## src/rtl/uart_rx_oversampled.sv

```systemverilog
// rtl/uart_rx_oversampled.sv - 8N1 UART receiver with 16x oversampling and built-in baud tick generator
module uart_rx_oversampled #(
    parameter int CLK_FREQ   = 5_000_000,
    parameter int BAUD_RATE  = 9600,
    parameter int OVERSAMPLE = 16,
    parameter int DATA_BITS  = 8
) (
    input  logic                 i_clock,
    input  logic                 i_reset,
    input  logic                 i_rx_data_input,
    output logic                 o_tick,
    output logic                 o_done_bit,
    output logic                 o_frame_err,
    output logic [DATA_BITS-1:0] o_data_byte
);

    localparam int DIVISOR = CLK_FREQ / (BAUD_RATE * OVERSAMPLE);
    localparam int DIV_W   = (DIVISOR > 1) ? $clog2(DIVISOR) : 1;
    localparam int OS_W    = (OVERSAMPLE > 1) ? $clog2(OVERSAMPLE) : 1;
    localparam int BIT_W   = (DATA_BITS > 1) ? $clog2(DATA_BITS) : 1;

    localparam logic [DIV_W-1:0] DIV_LAST  = DIV_W'(DIVISOR - 1);
    // Start bit is checked at its middle; data/stop bits one full bit later each.
    localparam logic [OS_W-1:0]  MID_TICK  = OS_W'(OVERSAMPLE / 2 - 1);
    localparam logic [OS_W-1:0]  LAST_TICK = OS_W'(OVERSAMPLE - 1);
    localparam logic [BIT_W-1:0] LAST_BIT  = BIT_W'(DATA_BITS - 1);

    typedef enum logic [2:0] {
        S_IDLE      = 3'd0,
        S_START     = 3'd1,
        S_DATA      = 3'd2,
        S_STOP      = 3'd3,
        S_WAIT_IDLE = 3'd4
    } state_t;

    logic [DIV_W-1:0]     r_div_cnt;
    logic                 w_tick;
    logic                 r_rx_meta;
    logic                 r_rx_sync;
    state_t               r_state;
    logic [OS_W-1:0]      r_tick_cnt;
    logic [BIT_W-1:0]     r_bit_cnt;
    logic [DATA_BITS-1:0] r_shift;
    logic [DATA_BITS-1:0] r_data_byte;
    logic                 r_done;
    logic                 r_frame_err;

    assign w_tick      = (r_div_cnt == DIV_LAST);
    assign o_tick      = w_tick;
    assign o_done_bit  = r_done;
    assign o_frame_err = r_frame_err;
    assign o_data_byte = r_data_byte;

    // Free-running baud tick divider, independent of receiver state.
    always_ff @(posedge i_clock or negedge i_reset) begin
        if (!i_reset) begin
            r_div_cnt <= '0;
        end else if (w_tick) begin
            r_div_cnt <= '0;
        end else begin
            r_div_cnt <= r_div_cnt + 1'b1;
        end
    end

    // Two-flop synchronizer; resets to idle-high so release never looks like a start edge.
    always_ff @(posedge i_clock or negedge i_reset) begin
        if (!i_reset) begin
            r_rx_meta <= 1'b1;
            r_rx_sync <= 1'b1;
        end else begin
            r_rx_meta <= i_rx_data_input;
            r_rx_sync <= r_rx_meta;
        end
    end

    // Receive FSM: all bit timing advances on baud ticks; strobes are single-cycle.
    always_ff @(posedge i_clock or negedge i_reset) begin
        if (!i_reset) begin
            r_state     <= S_IDLE;
            r_tick_cnt  <= '0;
            r_bit_cnt   <= '0;
            r_shift     <= '0;
            r_data_byte <= '0;
            r_done      <= 1'b0;
            r_frame_err <= 1'b0;
        end else begin
            r_done      <= 1'b0;
            r_frame_err <= 1'b0;
            case (r_state)
                S_IDLE: begin
                    if (!r_rx_sync) begin
                        r_state    <= S_START;
                        r_tick_cnt <= '0;
                    end
                end
                S_START: begin
                    if (w_tick) begin
                        if (r_tick_cnt == MID_TICK) begin
                            r_tick_cnt <= '0;
                            if (!r_rx_sync) begin
                                r_state   <= S_DATA;
                                r_bit_cnt <= '0;
                            end else begin
                                r_state <= S_IDLE;
                            end
                        end else begin
                            r_tick_cnt <= r_tick_cnt + 1'b1;
                        end
                    end
                end
                S_DATA: begin
                    if (w_tick) begin
                        if (r_tick_cnt == LAST_TICK) begin
                            r_tick_cnt <= '0;
                            r_shift    <= {r_rx_sync, r_shift[DATA_BITS-1:1]};
                            if (r_bit_cnt == LAST_BIT) begin
                                r_state <= S_STOP;
                            end else begin
                                r_bit_cnt <= r_bit_cnt + 1'b1;
                            end
                        end else begin
                            r_tick_cnt <= r_tick_cnt + 1'b1;
                        end
                    end
                end
                S_STOP: begin
                    if (w_tick) begin
                        if (r_tick_cnt == LAST_TICK) begin
                            r_tick_cnt  <= '0;
                            r_data_byte <= r_shift;
                            if (r_rx_sync) begin
                                r_done  <= 1'b1;
                                r_state <= S_IDLE;
                            end else begin
                                r_frame_err <= 1'b1;
                                r_state     <= S_WAIT_IDLE;
                            end
                        end else begin
                            r_tick_cnt <= r_tick_cnt + 1'b1;
                        end
                    end
                end
                S_WAIT_IDLE: begin
                    // A held-low line (break) must return high before a new start is accepted.
                    if (r_rx_sync) begin
                        r_state <= S_IDLE;
                    end
                end
                default: begin
                    r_state <= S_IDLE;
                end
            endcase
        end
    end

endmodule

```

## config.mk

```make
export PLATFORM = sky130hd
export DESIGN_NAME = uart_rx_oversampled
export DESIGN_NICKNAME = d
export VERILOG_FILES = /design/src/rtl/uart_rx_oversampled.sv
export SDC_FILE = /design/constraint.sdc
export NUM_CORES = 1
export LEC_CHECK = 0
export BUFFER_PORTS_ARGS = -buffer_cell sky130_fd_sc_hd__buf_2
export CORE_ASPECT_RATIO = 0.8
export CORE_UTILIZATION = 28
export CTS_BUF_LIST = sky130_fd_sc_hd__clkbuf_4 sky130_fd_sc_hd__clkbuf_8
export CTS_CLUSTER_DIAMETER = 100
export DETAILED_ROUTE_END_ITERATION = 16
export PLACE_DENSITY = 0.47
export SYNTH_ARGS = -nofsm -noshare
export SYNTH_HDL_FRONTEND = slang
export SYNTH_SLANG_ARGS = --single-unit
```

## constraint.sdc

```tcl
create_clock -name i_clock -period 2.85 [get_ports i_clock]
set_input_delay 0.4275 -clock i_clock [delete_from_list [all_inputs] [get_ports i_clock]]
set_output_delay 0.4275 -clock i_clock [all_outputs]
set_load 0.1 [all_outputs]
```

# Yosys cells after proc, flatten, opt, wreduce, memory -nomap -nowiden
# Cells that the tools add are included.
# W data, S select, Z words.
dict set report word_totals {
  register_bits 35
  latch_bits 0
  ramBits 0
  rom_bits 0
  word_cells 76
  mem_count 0
}
dict set report classes {
  addsub 3
  multipliers 0
  div_mod_pow 0
  order_cmp 0
  eq_ne 20
  shift 0
  n_mux 34
  bitwise_logic 0
  n_reduce_logical 9
}
# operator n
set op_table {}
lappend op_table {{$mux W3} 16}
lappend op_table {{$ne A2 B2 Y1 const B} 11}
lappend op_table {{$mux W4} 5}
lappend op_table {{$pmux W3 S5} 1}
lappend op_table {{$pmux W4 S3} 1}
lappend op_table {{$reduce_and A9 Y1} 1}
lappend op_table {{$mux W1} 8}
lappend op_table {{$reduce_and A7 Y1} 1}
lappend op_table {{$eq A3 B2 Y1 const B} 2}
lappend op_table {{$eq A3 B3 Y1 const B} 2}
lappend op_table {{$pmux W3 S2} 1}
lappend op_table {{$reduce_and A3 Y1} 2}
lappend op_table {{$add A5 B1 Y5 const B} 1}
lappend op_table {{$eq A5 B5 Y1 const B} 1}
lappend op_table {{$mux W5} 1}
lappend op_table {{$add A4 B1 Y4 const B} 1}
lappend op_table {{$eq A4 B3 Y1 const B} 1}
lappend op_table {{$eq A4 B4 Y1 const B} 1}
lappend op_table {{$reduce_and A4 Y1} 1}
lappend op_table {{$add A3 B1 Y3 const B} 1}
lappend op_table {{$eq A3 B1 Y1 const B} 1}
lappend op_table {{$logic_not A3 Y1} 1}
lappend op_table {{$reduce_bool A3 Y1} 1}
lappend op_table {{$mux W2} 1}
lappend op_table {{3 further kinds} 3}

# Longest topological paths before layout
# Gate-level depths: netlist of run 1.
dict set report logic_depth {
  word_depth 5
  depth_mapped 8
  ltp_nobuf 7
}

# Least setup slack after synthesis of run 1
# OpenSTA, ideal clock, no wires.
dict set report synth_path {
  kind {register to register}
  startpoint {reg r_div_cnt[0]}
  endpoint {reg r_data_byte[1] (netlist: o_data_byte[1])}
  setup_time_ps 125
  t_arrival_ps 2629
  t_required_ps 2725
  slack_ps 95
  path_stages_with_launch 9
  n_path_buf 1
  synth_period_minus_slack_ps 2755
  cell_sequence {dfrtp_1 > ha_1 > and3_1 > ha_1 > and3_1 > and3_1 > nand3b_2 > buf_6 > mux2_4}
}
dict set report synth_between {
  elab_chain_cells 2
}
# element line
set synth_lines {}
lappend synth_lines {{start, declared} 36} ;# logic [DIV_W-1:0] r_div_cnt;
lappend synth_lines {{start signal, assigned} 61} ;# r_div_cnt <= r_div_cnt + 1'b1;
lappend synth_lines {{$eq A5 B5 Y1} 48} ;# assign w_tick = (r_div_cnt == DIV_LAST);
lappend synth_lines {{net o_tick} 11} ;# output logic o_tick,
lappend synth_lines {{$reduce_and A3 Y1 (no source line)} n/a}
lappend synth_lines {{end signal, assigned} 130} ;# r_data_byte <= r_shift;
lappend synth_lines {{end, declared} 44} ;# logic [DATA_BITS-1:0] r_data_byte;
# The timed path passes the listed nets, and every way through them passes these cells.
# A chain may end at the register's enable or synchronous reset.

# Worst setup path in the final report of run 1
dict set report layout_path {
  startpoint {reg r_div_cnt[0]}
  endpoint {reg r_data_byte[0] (netlist: o_data_byte[0])}
}
dict set report layout_between {
  elab_chain_cells 2
}
# element line
set layout_lines {}
lappend layout_lines {{$eq A5 B5 Y1} 48}
lappend layout_lines {{$reduce_and A3 Y1 (no source line)} n/a}
# No other way between the ends.

==> impl_metrics.tcl, run 1 <==
set metrics [dict create \
    max_clock_freq_mhz 419 \
    final_net_count 146 \
    dpl.hpwl_um 1850 \
    cts-htree-levels 2 \
    wl_met3_um 90 \
    die_width_um 85.7 \
    cell_internal_pwr_w 0.000721 \
    setup_crit_start_kind "flip-flop" \
    ir_worst_vdd_v 0.000219 \
    slew_viol_final 0 \
    area_growth_syn_to_layout_pct 13.5 \
    die_area_um2 5900 \
    place.port_buffers 13 \
    hold_ws_ns 0.210 \
    number_of_buffers_created_by_cts 5 \
    antenna_found_initial 0 \
    first_global_vias 933 \
    grt_setup_unrepaired "false" \
    worst_case_setup_slack_after_placement_ns 0.457 \
    arrival_ns 2.56 \
    post_synth_inst_count 125 \
    dieHeight_um 68.9 \
    detail-route-antenna-nets 0 \
    crit_fanout 11 \
    setup-violations-final 0 \
    fp.coreArea_um2 5210 \
    grt_overflow_total 0 \
    core.rowCount 23 \
    route.top_layer_used "met4" \
    comb_power_share_pct 1.4 \
    clock_path_buffers 2 \
    stdcell_count 214 \
    drt_pass1_iterations 4 \
    number_of_vias_in_the_routed_layout 941 \
    switching_share_pct 20.6 \
    place_inst 206 \
    critical_path_rt_ns 3.02 \
    p_leak_nw 0.898 \
    postSynthAreaPerCell_um2 12.5 \
    grt_use_total_pct 11.1 \
    postCtsHoldBufs 0 \
    worst_skew_pair_latency_ns 0.29 \
    ys_ff_latch 35 \
    wl_per_cell_um 12.6 \
    maximum_number_of_pins_on_one_net_before_global_route_repair 36 \
    critPathKind "flip-flop to flip-flop" \
    cts.repair.resized 0 \
    n_fill_cell 515 \
    postCtsSetupBuffers 0 \
    critPathCaptureType "flip-flop" \
    power.net_switching_w 0.000187 \
    antenna_cells_inserted 0 \
    timing_worst_slew_pin_value_ns 0.765 \
    setup_tns_ns 0 \
    yosysUniqueCellTypes 35 \
    detail_route.iter0.violations 45 \
    final.setup_skew_ns 0.00605 \
    ys_seq_area_share_pct 56.0 \
    grt_pass1_wl_um 4780 \
    period_needed_ns 2.39 \
    p_per_area_nw_per_um2 511 \
    boundaryPins 14 \
    number_of_warning_messages_in_the_yosys_log 0 \
    min-delay-path-class "input pin to asynchronous set/reset pin" \
    layout-drive-gt1-share_pct 30.2 \
    gp_congestion 0.723 \
    cell_area_after_synthesis_um2 1570 \
    final_design_utilization_pct 34.2 \
    vias_per_cell 4.40 \
    detail_route.wirelength.met1_um 1420 \
    max_cap_viol_count 0 \
    drt-total-wl_um 2690 \
    tritoncts "done" \
    syn_nets 133 \
    fin_crit_sh_pct 83.8 \
    power.clock.fraction_pct 43.4 \
    setup_slack_ns 0.461 \
    timing.slew.headroom_pct 49.0 \
    finalHoldViolations 0 \
    cts_num_sinks 35 \
    routed-wl-met2_um 1130 \
    number_of_design_rule_violations_left_after_detail_routing 0 \
    status "finished, final reports clean" \
    ctsRootBufferMaster "sky130_fd_sc_hd__clkbuf_8" \
    floorplan.initialDensity_pct 30.1 \
    clk_slew_on_worst_s_h_paths_ns 0.07 \
    p_seq_share_pct 55.2 \
]
-- final cells by class --
| type | count | area [um2] | share of cell area (%) |
|---|---|---|---|
| Multi-Input combinational cell | 79 | 623 | 35.0 |
| Clock buffer | 7 | 96.3 | 5.41 |
| Clock inverter | 1 | 7.51 | 0.422 |
| Timing Repair Buffer | 13 | 65.1 | 3.66 |
| Inverter | 4 | 15.0 | 0.844 |
| Sequential cell | 35 | 878 | 49.4 |
| Tap cell | 75 | 93.8 | 5.27 |
-- registers in the layout, summed over array words and instances (netlist names), 3 cells and up --
signal / cells
o_data_byte: 8
r_bit_cnt: 3
r_div_cnt: 5
r_shift: 8
r_state: 3
r_tick_cnt: 4
-- cell families (layout without fill, tap and decap cells) --
group           after synthesis  after routing  share of synthesized area, %
xor+xnor                      3              3                          1.68
mux                          19             19                          15.4
compound gates               15             15                          5.91
simple gates                 37             37                          12.8
flops                        35             35                          56.0
buf+inv                      11             25                          4.23
fa+ha+maj                     5              5                          3.99
-- critical path, cell delays in order, from the launching register on --
cell and delay [ns]:
sky130_fd_sc_hd__dfrtp_1 0.37, sky130_fd_sc_hd__ha_1 0.19, sky130_fd_sc_hd__and3_1 0.16, sky130_fd_sc_hd__ha_1 0.32
sky130_fd_sc_hd__and3_1 0.27, sky130_fd_sc_hd__and3_1 0.21, sky130_fd_sc_hd__nand3b_2 0.31, sky130_fd_sc_hd__mux2_1 0.42
-- metrics by stage --
stage | power, W | cell area [um2]
after global routing | 0.000956 | 1780
after CTS | 0.000926 | 1780
after floorplan | 0.000512 | 1570
after detailed placement | 0.000524 | 1680
after global placement | 0.000524 | 1680
final | 0.000908 | 1780
-- routing by layer --
| metal | global-route usage (%) | vias up |
|---|---|---|
| met5 | 0 | - |
| met4 | 5.63 | 0 |
| met3 | 4.29 | 4 |
| met2 | 15.1 | 12 |
| met1 | 15.3 | 466 |
| li1 | - | 459 |
-- synthesized netlist by cell type --
cell type                   count  area (um2)
sky130_fd_sc_hd__nand3_1        2        10.0
sky130_fd_sc_hd__nand3b_2       1        11.3
sky130_fd_sc_hd__or3b_4         1        11.3
sky130_fd_sc_hd__a22o_1         1        8.76
sky130_fd_sc_hd__nand2_1        7        26.3
sky130_fd_sc_hd__inv_1          4        15.0
sky130_fd_sc_hd__nor2_1        12        45.0
sky130_fd_sc_hd__or2_2          1        6.26
sky130_fd_sc_hd__nor3_1         2        10.0
sky130_fd_sc_hd__clkbuf_1       2        7.51
sky130_fd_sc_hd__mux2_2         7        78.8
sky130_fd_sc_hd__and3_1         4        25.0
sky130_fd_sc_hd__mux2i_1        2        20.0
sky130_fd_sc_hd__xor2_1         1        8.76
sky130_fd_sc_hd__nor4b_2        1        15.0
sky130_fd_sc_hd__a21oi_1        3        15.0
sky130_fd_sc_hd__nor2b_1        2        12.5
sky130_fd_sc_hd__a31oi_1        5        31.3
sky130_fd_sc_hd__dfstp_2        2        52.6
sky130_fd_sc_hd__o21ai_0        2        10.0
sky130_fd_sc_hd__ha_1           5        62.6
sky130_fd_sc_hd__dfrtp_1       33         826
sky130_fd_sc_hd__buf_2          2        10.0
sky130_fd_sc_hd__nor4_1         1        6.26
sky130_fd_sc_hd__or2_1          1        6.26
sky130_fd_sc_hd__a2bb2oi_1      1        8.76
sky130_fd_sc_hd__mux2_4         8         120
sky130_fd_sc_hd__mux2_1         2        22.5
sky130_fd_sc_hd__o21a_1         1        7.51
sky130_fd_sc_hd__buf_6          3        33.8
sky130_fd_sc_hd__xnor2_1        2        17.5
sky130_fd_sc_hd__nand2b_1       1        6.26
sky130_fd_sc_hd__o22ai_1        1        6.26
sky130_fd_sc_hd__o21ai_1        1        5.00
sky130_fd_sc_hd__nand4b_1       1        8.76
-- power groups by stage --
| stage | Clock, W | Combinational (W) | Sequential (W) |
|---|---|---|---|
| 5_1_grt | 0.000440 | 0.0000153 | 0.000501 |
| 3_5_place_dp | 0 | 0.0000135 | 0.000511 |
| 6_report | 0.000395 | 0.0000126 | 0.000501 |
| 2_1_floorplan | 0 | 0.00000354 | 0.000509 |
| 4_1_cts | 0.000411 | 0.0000137 | 0.000501 |
| 3_3_place_gp | 0 | 0.0000130 | 0.000511 |
-- worst paths after layout --
check / end / slack [ns] / cells past startpoint / startpoint
worst max-delay path: o_data_byte[0]$_DFFE_PN0P_ / 0.46 / 7 / r_div_cnt[0]$_DFF_PN0_
worst min-delay path: r_div_cnt[4]$_DFF_PN0_ / 0.21 / 1 / i_reset
max in group asynchronous: r_state[0]$_DFFE_PN0P_ / 2.15 / 1 / i_reset
worst max register to register: o_data_byte[0]$_DFFE_PN0P_ / 0.46 / 7 / r_div_cnt[0]$_DFF_PN0_
min in group i_clock: r_rx_meta$_DFF_PN1_ / 0.24 / 1 / i_rx_data_input
worst min register to register: r_rx_sync$_DFF_PN1_ / 0.35 / 0 / r_rx_meta$_DFF_PN1_
-- cell usage in the layout (no fill, tap or decap), drive strengths merged --
master / count
buf: 13
mux2: 17
o22ai: 1
nand2: 7
nor2: 12
clkbuf: 7
a31oi: 5
nand3b: 1
dfstp: 2
clkinvlp: 1
nor3: 2
nand4b: 1
nor2b: 2
a21oi: 3
or2: 2
nor4b: 1
inv: 4
nand2b: 1
nor4: 1
dfrtp: 33
a2bb2oi: 1
xor2: 1
o21a: 1
and3: 4
xnor2: 2
a22o: 1
or3b: 1
ha: 5
nand3: 2
o21ai: 3
mux2i: 2
(Power assumes the default switching activity.)
==> run 2, diff against run 1 <==
ABC_AREA = 1   (was default)
PLACE_DENSITY = 0.46   (was 0.47)
clock period = 2.4 ns   (was 2.85 ns; I/O delays follow)
==> impl_metrics.tcl, run 2 <==
set metrics [dict create \
    drt-total-wl_um 2850 \
    detail_route.iter0.violations 88 \
    max_clock_freq_mhz 483 \
    p_per_area_nw_per_um2 531 \
    netlist_top_cells_area "sky130_fd_sc_hd__dfrtp_1, sky130_fd_sc_hd__nand2_1, sky130_fd_sc_hd__o21ai_2, sky130_fd_sc_hd__inv_1, sky130_fd_sc_hd__ha_1" \
    critPathMaxStageDelay_ns 0.45 \
    drt_pass1_iterations 4 \
    dpl.hpwl_um 2030 \
    stdcell_count 277 \
    synthMostInstantiatedCell "sky130_fd_sc_hd__nand2_1" \
    yosysTopAreaCell "sky130_fd_sc_hd__dfrtp_1" \
    p_leak_nw 0.929 \
    number_of_warning_messages_in_the_yosys_log 0 \
    critPathCaptureType "output port" \
    switching_share_pct 22.3 \
    timing_worst_slew_pin_value_ns 0.775 \
    gp_congestion 0.752 \
    arrival_ns 1.71 \
    timing.critical_path.to "o_tick" \
    min-delay-path-class "input pin to asynchronous set/reset pin" \
    boundaryPins 14 \
    final.setup_skew_ns 0.00294 \
    antenna_cells_inserted 0 \
    postCtsSetupBuffers 0 \
    vias_per_cell 4.21 \
    netlist.area_leader.share_pct 48.3 \
    timing.slew.headroom_pct 48.3 \
    synth-edff-count 0 \
    setup_tns_ns 0 \
    grt_setup_unrepaired "false" \
    power.clock.fraction_pct 40.2 \
    ff2ff_path_depth 9 \
    grt_use_total_pct 10.6 \
    cts.repair.resized 0 \
    clock_path_buffers 2 \
    final_net_count 203 \
    r2r_start "r_div_cnt[0]$_DFF_PN0_" \
    setup.worst_path.start "r_div_cnt[0]$_DFF_PN0_" \
    setup-violations-final 0 \
    detail-route-antenna-nets 0 \
    finalHoldViolations 0 \
    cp.buffers_inverters 1 \
    cts-htree-levels 2 \
    status "finished, final reports clean" \
    period_needed_ns 2.07 \
    die_area_um2 6430 \
    critical_path_rt_ns 2.04 \
    yosysUniqueCellTypes 26 \
    ys_ff_latch 35 \
    synth-async-reset-ratio_pct 100 \
    crit_fanout 6 \
    maximum_number_of_pins_on_one_net_before_global_route_repair 36 \
    ys_seq_area_share_pct 51.4 \
    fp.coreArea_um2 5910 \
    r2r-end "o_data_byte[7]$_DFFE_PN0P_" \
    number_of_buffers_created_by_cts 5 \
    comb_power_share_pct 1.7 \
    core.rowCount 25 \
    syn_nets 186 \
    synth_commonest_cells "sky130_fd_sc_hd__nand2_1, sky130_fd_sc_hd__dfrtp_1, sky130_fd_sc_hd__inv_1, sky130_fd_sc_hd__o21ai_2, sky130_fd_sc_hd__nor2_1" \
    timing.critical_path.max_delay_family "buffers and inverters" \
    max_cap_viol_count 0 \
    tritoncts "done" \
    cts_num_sinks 35 \
    worst_skew_pair_latency_ns 0.29 \
    die_width_um 89.4 \
    place.port_buffers 13 \
    ir_worst_vdd_v 0.000289 \
    critPathKind "flip-flop to output port" \
    number_of_vias_in_the_routed_layout 1167 \
    post_synth_inst_count 178 \
    slew_viol_final 0 \
    wl_per_cell_um 10.3 \
    layout_commonest_cell "sky130_fd_sc_hd__nand2_1" \
    critical_path_cell_count 5 \
    fin_crit_sh_pct 86.2 \
    number_of_design_rule_violations_left_after_detail_routing 0 \
    clk_slew_on_worst_s_h_paths_ns 0.07 \
    cell_area_after_synthesis_um2 1710 \
    area_growth_syn_to_layout_pct 12.5 \
    ys.flop_type "sky130_fd_sc_hd__dfrtp_1" \
    place_inst 269 \
    first_global_vias 1069 \
    worst_path_max_delay_cell "sky130_fd_sc_hd__buf_2" \
    ctsRootBufferMaster "sky130_fd_sc_hd__clkbuf_8" \
    power.net_switching_w 0.000228 \
    grt_pass1_wl_um 5070 \
    postCtsHoldBufs 0 \
    p_seq_share_pct 58.1 \
    dieHeight_um 71.9 \
    list_of_cells_traversed_by_the_critical_path "ha_1, nand2_1, nor2_1, ha_2, buf_2" \
    floorplan.initialDensity_pct 28.9 \
    postSynthAreaPerCell_um2 9.61 \
    setup_crit_start_kind "flip-flop" \
    reg2reg_setup_slack_ns 0.52 \
    most-common-layout-cells "sky130_fd_sc_hd__nand2_1, sky130_fd_sc_hd__dfrtp_1, sky130_fd_sc_hd__inv_1, sky130_fd_sc_hd__o21ai_2, sky130_fd_sc_hd__buf_2" \
    antenna_found_initial 0 \
    cell_internal_pwr_w 0.000793 \
    grt_overflow_total 0 \
    layout-drive-gt1-share_pct 31.1 \
]
[run 2: layout make-up]
type,count,area [um2]
Multi-Input combinational cell,119,717
Clock inverter,3,15.0
Fill cell,623,3990
Inverter,21,78.8
Sequential cell,35,878
Tap cell,81,101
Timing Repair Buffer,13,65.1
Clock buffer,5,68.8
[run 2: how the worst min path moves through the flow]
stage                            endpoint  depth (start not counted)                 from  slack [ns]
6_report           r_shift[2]$_DFFE_PN0P_                          1              i_reset        0.15
4_1_cts               r_rx_meta$_DFF_PN1_                          1      i_rx_data_input        0.16
5_1_grt               r_rx_meta$_DFF_PN1_                          1      i_rx_data_input        0.15
3_3_place_gp          r_rx_sync$_DFF_PN1_                          0  r_rx_meta$_DFF_PN1_        0.35
2_1_floorplan  o_data_byte[0]$_DFFE_PN0P_                          0              i_reset        0.06
3_5_place_dp          r_rx_sync$_DFF_PN1_                          0  r_rx_meta$_DFF_PN1_        0.35
[run 2: worst register-to-register path: stages (launching register included)]
cell and delay [ns]:
sky130_fd_sc_hd__dfrtp_1 0.37, sky130_fd_sc_hd__ha_1 0.18, sky130_fd_sc_hd__nand2_1 0.08, sky130_fd_sc_hd__nor2_1 0.10
sky130_fd_sc_hd__ha_2 0.24, sky130_fd_sc_hd__nand4_1 0.19, sky130_fd_sc_hd__inv_2 0.15, sky130_fd_sc_hd__nand3_4 0.24
sky130_fd_sc_hd__nand2_1 0.17, sky130_fd_sc_hd__o21ai_2 0.06
[run 2: stage by stage]
stage | worst slack, ns | area [um2] | util [%] | power (W) | hold slack, ns
after floorplan | 0.350 | 1710 | - | 0.000609 | 0.0644
after global placement | 0.547 | 1840 | 31.1 | 0.000624 | 0.346
after detailed placement | 0.503 | 1840 | 31.1 | 0.000624 | 0.347
after CTS | 0.317 | 1920 | 32.6 | 0.00104 | 0.162
after global routing | 0.204 | 1920 | 32.6 | 0.00108 | 0.153
final | 0.331 | 1920 | 32.6 | 0.00102 | 0.147
[run 2: power by group through the flow]
stage	clock [W]	combinational [W]	sequential [W]
global route	0.000462	0.0000210	0.000593
global placement	0	0.0000190	0.000605
floorplan	0	0.00000370	0.000605
finish	0.000410	0.0000172	0.000594
CTS	0.000433	0.0000187	0.000593
detailed placement	0	0.0000188	0.000605
[run 2: cell families (layout without fill, tap and decap cells)]
kind of cell / after synthesis / after routing / share of synthesized area, %
and+or+nand+nor: 86 / 86 / 25.7
DFF: 35 / 35 / 51.4
AOI/OAI and AO/OA: 26 / 26 / 11.3
buffers and inverters: 24 / 42 / 6.88
adders and majority gates: 5 / 5 / 3.66
xor gates and xnor gates: 2 / 2 / 1.02
[run 2: routing by layer]
| metal | GRT usage, % | vias up | share of wire [%] |
|---|---|---|---|
| met1 | 16.1 | 533 | 55 |
| met2 | 13.2 | 17 | 39 |
| met3 | 3.75 | 7 | 3.5 |
| met5 | 0 | - | 0 |
| met4 | 4.76 | 0 | 2.0 |
| li1 | - | 610 | - |
